## src/rtl/fft_seq_ctrl.sv

```systemverilog
`timescale 1ns/1ps
`default_nettype none
// +----------------------------------------------------------------------+
// | Module  : fft_seq_ctrl                                               |
// | Purpose : Sequencer for an in-place radix-2 FFT. Walks every stage   |
// |           and butterfly, issues RAM read/write strobes, starts the   |
// |           butterfly unit and presents pair addresses and twiddle     |
// |           index.                                                     |
// | Rev     : 1.0  initial release                                       |
// +----------------------------------------------------------------------+
module fft_seq_ctrl #(
  parameter int N         = 32,
  parameter int word_size = 16
) (
  input  logic                 clk,
  input  logic                 rst,
  input  logic                 start,
  output logic                 busy,
  output logic                 done,
  output logic [$clog2(N)-1:0] ram_address1,
  output logic [$clog2(N)-1:0] ram_address2,
  output logic                 ram_read_en,
  output logic                 ram_wr_en,
  output logic                 ram_sel,
  input  logic                 ram_o_valid,
  input  logic                 ram_wr_complete,
  output logic                 bf_start,
  input  logic                 bf_done,
  output logic [$clog2(N)-2:0] twiddle_idx
);

  localparam int STAGES = $clog2(N);
  localparam int AW     = STAGES;
  localparam int TW     = STAGES - 1;
  localparam logic [AW-1:0] B_LAST = AW'(N / 2 - 1);
  localparam logic [AW-1:0] S_LAST = AW'(STAGES - 1);

  // word_size only travels to the RAM and butterfly; here it is sanity-checked.
  generate
    if (N < 4 || (N & (N - 1)) != 0 || word_size < 1) begin : g_param_check
      $error("fft_seq_ctrl: N must be a power of two >= 4 and word_size positive");
    end
  endgenerate

  typedef enum logic [2:0] {
    IDLE    = 3'd0,
    READ    = 3'd1,
    WAIT_RD = 3'd2,
    BFLY    = 3'd3,
    WRITE   = 3'd4,
    WAIT_WR = 3'd5,
    NEXT    = 3'd6,
    DONE    = 3'd7
  } state_t;

  state_t          state, state_n;
  logic [AW-1:0]   s, s_n;
  logic [AW-1:0]   b, b_n;
  logic [AW-1:0]   span_n, pos_n, addr1_n, addr2_n;
  logic [TW-1:0]   tw_n;
  logic            busy_n, done_n, rd_n, wr_n, sel_n, bfs_n;

  // Next-state and counter update; bf_done is ignored in the bf_start cycle.
  always_comb begin
    state_n = state;
    s_n     = s;
    b_n     = b;
    case (state)
      IDLE: begin
        if (start) begin
          state_n = READ;
          s_n     = '0;
          b_n     = '0;
        end
      end
      READ:    state_n = WAIT_RD;
      WAIT_RD: if (ram_o_valid) state_n = BFLY;
      BFLY:    if (bf_done && !bf_start) state_n = WRITE;
      WRITE:   state_n = WAIT_WR;
      WAIT_WR: if (ram_wr_complete) state_n = NEXT;
      NEXT: begin
        if (b < B_LAST) begin
          b_n     = b + AW'(1);
          state_n = READ;
        end else if (s < S_LAST) begin
          b_n     = '0;
          s_n     = s + AW'(1);
          state_n = READ;
        end else begin
          state_n = DONE;
        end
      end
      DONE:    state_n = IDLE;
      default: state_n = IDLE;
    endcase
  end

  // Output decode from the upcoming state so every output is a register.
  always_comb begin
    busy_n = (state_n != IDLE);
    done_n = (state_n == DONE);
    rd_n   = (state_n == READ);
    wr_n   = (state_n == WRITE);
    sel_n  = rd_n | wr_n;
    bfs_n  = (state_n == BFLY) && (state != BFLY);
  end

  // Butterfly pair addresses and twiddle index for the upcoming (s, b).
  always_comb begin
    span_n  = AW'(1) << s_n;
    pos_n   = b_n & (span_n - AW'(1));
    addr1_n = ((b_n >> s_n) << (s_n + AW'(1))) | pos_n;
    addr2_n = addr1_n + span_n;
    tw_n    = TW'(pos_n << (S_LAST - s_n));
  end

  // State, counters and registered outputs; addresses latch only on READ entry.
  always_ff @(posedge clk) begin
    if (rst) begin
      state        <= IDLE;
      s            <= '0;
      b            <= '0;
      busy         <= 1'b0;
      done         <= 1'b0;
      ram_read_en  <= 1'b0;
      ram_wr_en    <= 1'b0;
      ram_sel      <= 1'b0;
      bf_start     <= 1'b0;
      ram_address1 <= '0;
      ram_address2 <= '0;
      twiddle_idx  <= '0;
    end else begin
      state       <= state_n;
      s           <= s_n;
      b           <= b_n;
      busy        <= busy_n;
      done        <= done_n;
      ram_read_en <= rd_n;
      ram_wr_en   <= wr_n;
      ram_sel     <= sel_n;
      bf_start    <= bfs_n;
      if (state_n == READ && state != READ) begin
        ram_address1 <= addr1_n;
        ram_address2 <= addr2_n;
        twiddle_idx  <= tw_n;
      end
    end
  end

endmodule
`default_nettype wire

```

## config.mk

```make
export PLATFORM = sky130hd
export DESIGN_NAME = fft_seq_ctrl
export DESIGN_NICKNAME = d
export VERILOG_FILES = /design/src/rtl/fft_seq_ctrl.sv
export SDC_FILE = /design/constraint.sdc
export NUM_CORES = 1
export LEC_CHECK = 0
export CORE_UTILIZATION = 35
export DETAILED_ROUTE_END_ITERATION = 12
export PLACE_DENSITY_LB_ADDON = 0.12
export SETUP_SLACK_MARGIN = 0.02
export SLEW_MARGIN = 25
export SYNTH_ARGS = -nofsm -noshare
export SYNTH_HDL_FRONTEND = slang
export SYNTH_SLANG_ARGS = --single-unit
```

## constraint.sdc

```tcl
create_clock -name clk -period 6.4 [get_ports clk]
set_clock_uncertainty 0.05 [all_clocks]
set_input_delay 1.28 -clock clk [delete_from_list [all_inputs] [get_ports clk]]
set_output_delay 1.28 -clock clk [all_outputs]
set_load 0.01 [all_outputs]
```

==> impl_summary.txt <==
----------------------------------------------------
[Outcome]
  Run status ... completed

[Logic synthesis]
  Gate count after technology mapping ... 274
  Sequential area share after synthesis ... 0.2998
  Mean area per synthesized cell ... 8.041 µm²
  Number of nets produced by synthesis ... 290
  Most instantiated flip-flop cell in the synthesis netlist ... sky130_fd_sc_hd__dfxtp_1
  Synthesized cell area ... 2203 µm²
  Synth cell types ... 62
  Async set-reset flop share out of synthesis ... 0
  Yosys synthesis warning count ... 0
  Post-synthesis register bit count ... 33
  Number of flops mapped to enable cells by yosys ... 0

[STA]
  Worst slew margin ... 0.5474
  Unrepaired setup endpoints after global routing ... no
  Setup WS post-layout ... 0.9509 ns
  Slew Limit Fails ... 0
  Min Tclk post-route ... 5.449 ns
  Max frequency ... 183.5 MHz
  Number of endpoints failing setup at the final stage ... 0
  Hold Vio Cnt, Final ... 0
  Setup Total Neg Slack ... 0 ns
  Share of the clock period used by the worst path after layout ... 0.8514
  Measured slew at the worst slew-check pin ... 0.6737 ns

[Route]
  Per-cell via count in the routed design ... 5.723
  Routed vias ... 2146
  Routed wire length per instance ... 15.01 µm
  ANT nets after route ... 0
  Aggregate routed wire length ... 5.629 mm
  DRC Markers ... 0
  Pre-Repair DR Iteration Count ... 4
  DRC violation total after the first TritonRoute iteration ... 107

[Worst setup path]
  Critical path fanouts, max ... 14
  Worst Path Required ... 6.52 ns
  Arrival time at the worst endpoint ... 5.57 ns
  Family with the most delay on the worst path ... simple AND/OR/NAND/NOR gates
  Sum of buffers and inverters on the critical path ... 2
  Largest incremental delay on the critical path ... 0.58 ns
  Critical path startpoint category ... input port
  Flop-to-flop setup slack ... 1.90 ns
  Kind of capture point of the worst setup path ... flip-flop
  Cell-by-cell listing of the critical path ... clkdlybuf4s50_1 -> or4b_4 -> o311ai_1 -> and2_1 -> inv_1 -> nor2_1 -> nand2_1 -> ha_1 -> o31a_1 -> o21ai_0 -> nand2_1 -> ha_1 -> a21o_1 -> a21oi_1 -> xor2_1 -> nor4_1 -> o21ai_1 -> or3b_1
  Critical path start-end classification ... input port to flip-flop
  Standard cell with the maximum stage delay on the critical path ... sky130_fd_sc_hd__or4b_4

[Cells and area]
  Antenna cell count ... 0
  Layout cells sized above 1 ... 0.09333
  Growth of design area from synthesis to finish ... 18.63%
  Number of nets at the end of the flow ... 315

[Floorplanning]
  Number of core rows ... 28
  # IOs ... 26
  Horizontal extent of the die ... 81.35 µm
  Height of the die ... 81.35 µm
  Full die area ... 6617 µm²
  Initial core utilization ... 0.3678
  Total core area ... 5991 µm²

[Clocking]
  Worst-Skew Late Latency ... 0.28 ns
  Number of setup buffers added after CTS ... 0
  Cell chosen for the clock root ... sky130_fd_sc_hd__clkbuf_8
  Number of buffers added by the clock tree synthesis step ... 5
  Clock-pin slew of the registers on the worst-case setup and hold paths ... 0.07 ns
  CTS max path bufs ... 2
  CTS tree ... yes
  Count of hold-fix buffers inserted at cts ... 0
  Number of gates resized after cts ... 0
  Total number of H-tree levels ... 2
  Number of sinks handled by clock tree synthesis ... 33

[GRT]
  Global-route wire length before repair ... 8.907 mm
  Met3 capacity usage during global routing ... 0.03596
  Total routing usage reported by global routing ... 0.1773
  Global-route track usage on met1 ... 0.2397
  Met2 layer usage reported by global route ... 0.2800
  Initial antenna violation count ... 0
  Congestion Overflow GR ... 0
  Vias in the first global route ... 1841
  Most crowded layer after global routing ... met2
  Maximum number of pins on one net before global-route repair ... 33

[Power]
  Clock share of power ... 0.356
  Switch share ... 0.2656
  Sequential cell fraction of total power ... 0.514
  Power density over cell area ... 163.6 nW/µm²
  Int Power ... 314.0 µW
  Worst voltage drop across the vdd grid ... 125.8 µV
  Combinational power share ... 0.130
  Lkg Pwr ... 1.062 nW
  Switching power ... 113.6 µW

[Placement]
  GP Congestion ... 0.9186
  IO buf count ... 25
  Half-perimeter wire length of the detailed placement result ... 4.175 mm
  Placement-stage worst setup slack ... 0.6889 ns

[Worst hold path]
  Class of the worst hold path ... flip-flop to flip-flop

[Job]
  Max-capacitance violation count ... 0

----------------------------------------------------
==> kinds of logic (layout without fill, tap and decap cells) <==
| logic type | Yosys count | after routing | synth area share |
|---|---|---|---|
| AOI/OAI and AO/OA | 75 | 75 | 0.2567 |
| xor gates and xnor gates | 6 | 6 | 0.02385 |
| adders and majority gates | 10 | 10 | 0.06019 |
| buffers and inverters | 21 | 47 | 0.04486 |
| DFF | 33 | 33 | 0.2998 |
| muxes | 5 | 5 | 0.02555 |
| and+or+nand+nor | 124 | 124 | 0.2890 |
==> metrics by stage <==
step,area [µm²],cells,hold slack [ns],power (mW),util
after floorplan,2203,274,0.4261,0.2587,-
after global placement,2524,367,0.3965,0.2806,0.4213
after detailed placement,2527,367,0.3962,0.2802,0.4219
after CTS,2614,375,0.4058,0.4334,0.4363
after global routing,2614,375,0.4307,0.4472,0.4363
final,2614,375,0.4015,0.4276,0.4363
==> routing by layer <==
metal	part of all wire	vias to the layer above
li1	-	1069
met1	0.48	999
met2	0.44	71
met3	0.060	7
met4	0.012	0
met5	0	-
==> cells in the final DEF, fill, tap and decap left out, types with 4 or more instances in the layout <==
cell and instances:
sky130_fd_sc_hd__nor2_1 38, sky130_fd_sc_hd__dfxtp_1 33, sky130_fd_sc_hd__nand2_1 27, sky130_fd_sc_hd__clkdlybuf4s50_1 25, sky130_fd_sc_hd__a21oi_1 16, sky130_fd_sc_hd__nor3_1 9
sky130_fd_sc_hd__ha_1 9, sky130_fd_sc_hd__inv_1 8, sky130_fd_sc_hd__and3_1 7, sky130_fd_sc_hd__nand3_1 6, sky130_fd_sc_hd__nand4_1 6, sky130_fd_sc_hd__o21ai_0 6
sky130_fd_sc_hd__buf_4 6, sky130_fd_sc_hd__nor4_1 5, sky130_fd_sc_hd__a211oi_1 5, sky130_fd_sc_hd__xnor2_1 5, sky130_fd_sc_hd__a21o_1 5, sky130_fd_sc_hd__nand2b_1 5
sky130_fd_sc_hd__clkbuf_8 5, sky130_fd_sc_hd__nor2b_1 4, sky130_fd_sc_hd__o211ai_1 4
==> layout make-up <==
| type | instances | area, µm² |
|---|---|---|
| fillers | 611 | 3377 |
| repair buffers | 31 | 295.3 |
| well taps | 75 | 93.84 |
| flip-flops and latches | 33 | 660.6 |
| clock buffers | 5 | 68.82 |
| inverters | 8 | 30.03 |
| multi-input cells | 220 | 1448 |
| clock inverters | 3 | 17.52 |
==> final timing paths <==
path / startpoint / endpoint / depth (start not counted)
min reg2reg: ram_address1[0]$_SDFFE_PP0P_ / ram_address1[0]$_SDFFE_PP0P_ / 2
min: ram_address1[0]$_SDFFE_PP0P_ / ram_address1[0]$_SDFFE_PP0P_ / 2
max: start / ram_address2[4]$_SDFFE_PP0P_ / 18
max reg2reg: state[2]$_SDFF_PP0_ / ram_address2[4]$_SDFFE_PP0P_ / 17
==> state kept, by name, summed over array words and instances, names as in the netlist <==
register      cells
b                 5
bf_start          1
busy              1
done              1
ram_address1      5
ram_address2      5
ram_read_en       1
ram_sel           1
ram_wr_en         1
s                 5
state             3
twiddle_idx       4
==> worst register-to-register path, cell delays in order, from the launching register on <==
cell	delay, ns
sky130_fd_sc_hd__dfxtp_1	0.40
sky130_fd_sc_hd__or4b_4	0.69
sky130_fd_sc_hd__o311ai_1	0.16
sky130_fd_sc_hd__and2_1	0.27
sky130_fd_sc_hd__inv_1	0.16
sky130_fd_sc_hd__nor2_1	0.23
sky130_fd_sc_hd__nand2_1	0.11
sky130_fd_sc_hd__ha_1	0.27
sky130_fd_sc_hd__o31a_1	0.12
sky130_fd_sc_hd__o21ai_0	0.35
sky130_fd_sc_hd__nand2_1	0.10
sky130_fd_sc_hd__ha_1	0.35
sky130_fd_sc_hd__a21o_1	0.20
sky130_fd_sc_hd__a21oi_1	0.18
sky130_fd_sc_hd__xor2_1	0.24
sky130_fd_sc_hd__nor4_1	0.07
sky130_fd_sc_hd__o21ai_1	0.08
sky130_fd_sc_hd__or3b_1	0.34
==> synthesized netlist by cell type (all sizes together) (7+ instances only) <==
| cell | number | area share |
|---|---|---|
| nor2 | 38 | 0.065 |
| dfxtp | 33 | 0.30 |
| nand2 | 28 | 0.051 |
| a21oi | 17 | 0.039 |
| nor3 | 10 | 0.025 |
| ha | 9 | 0.051 |
| inv | 8 | 0.014 |
| o21ai | 8 | 0.018 |
| a211oi | 7 | 0.028 |
| and3 | 7 | 0.020 |
| clkbuf | 7 | 0.012 |
==> power by group through the flow <==
stage               logic [mW]  clock network (mW)  registers, mW
global route            0.0615               0.165          0.220
CTS                     0.0562               0.158          0.220
floorplan               0.0350                   0          0.224
finish                  0.0558               0.152          0.220
global placement        0.0566                   0          0.224
detailed placement      0.0560                   0          0.224
Note: power is estimated with default switching activity, not from simulation.
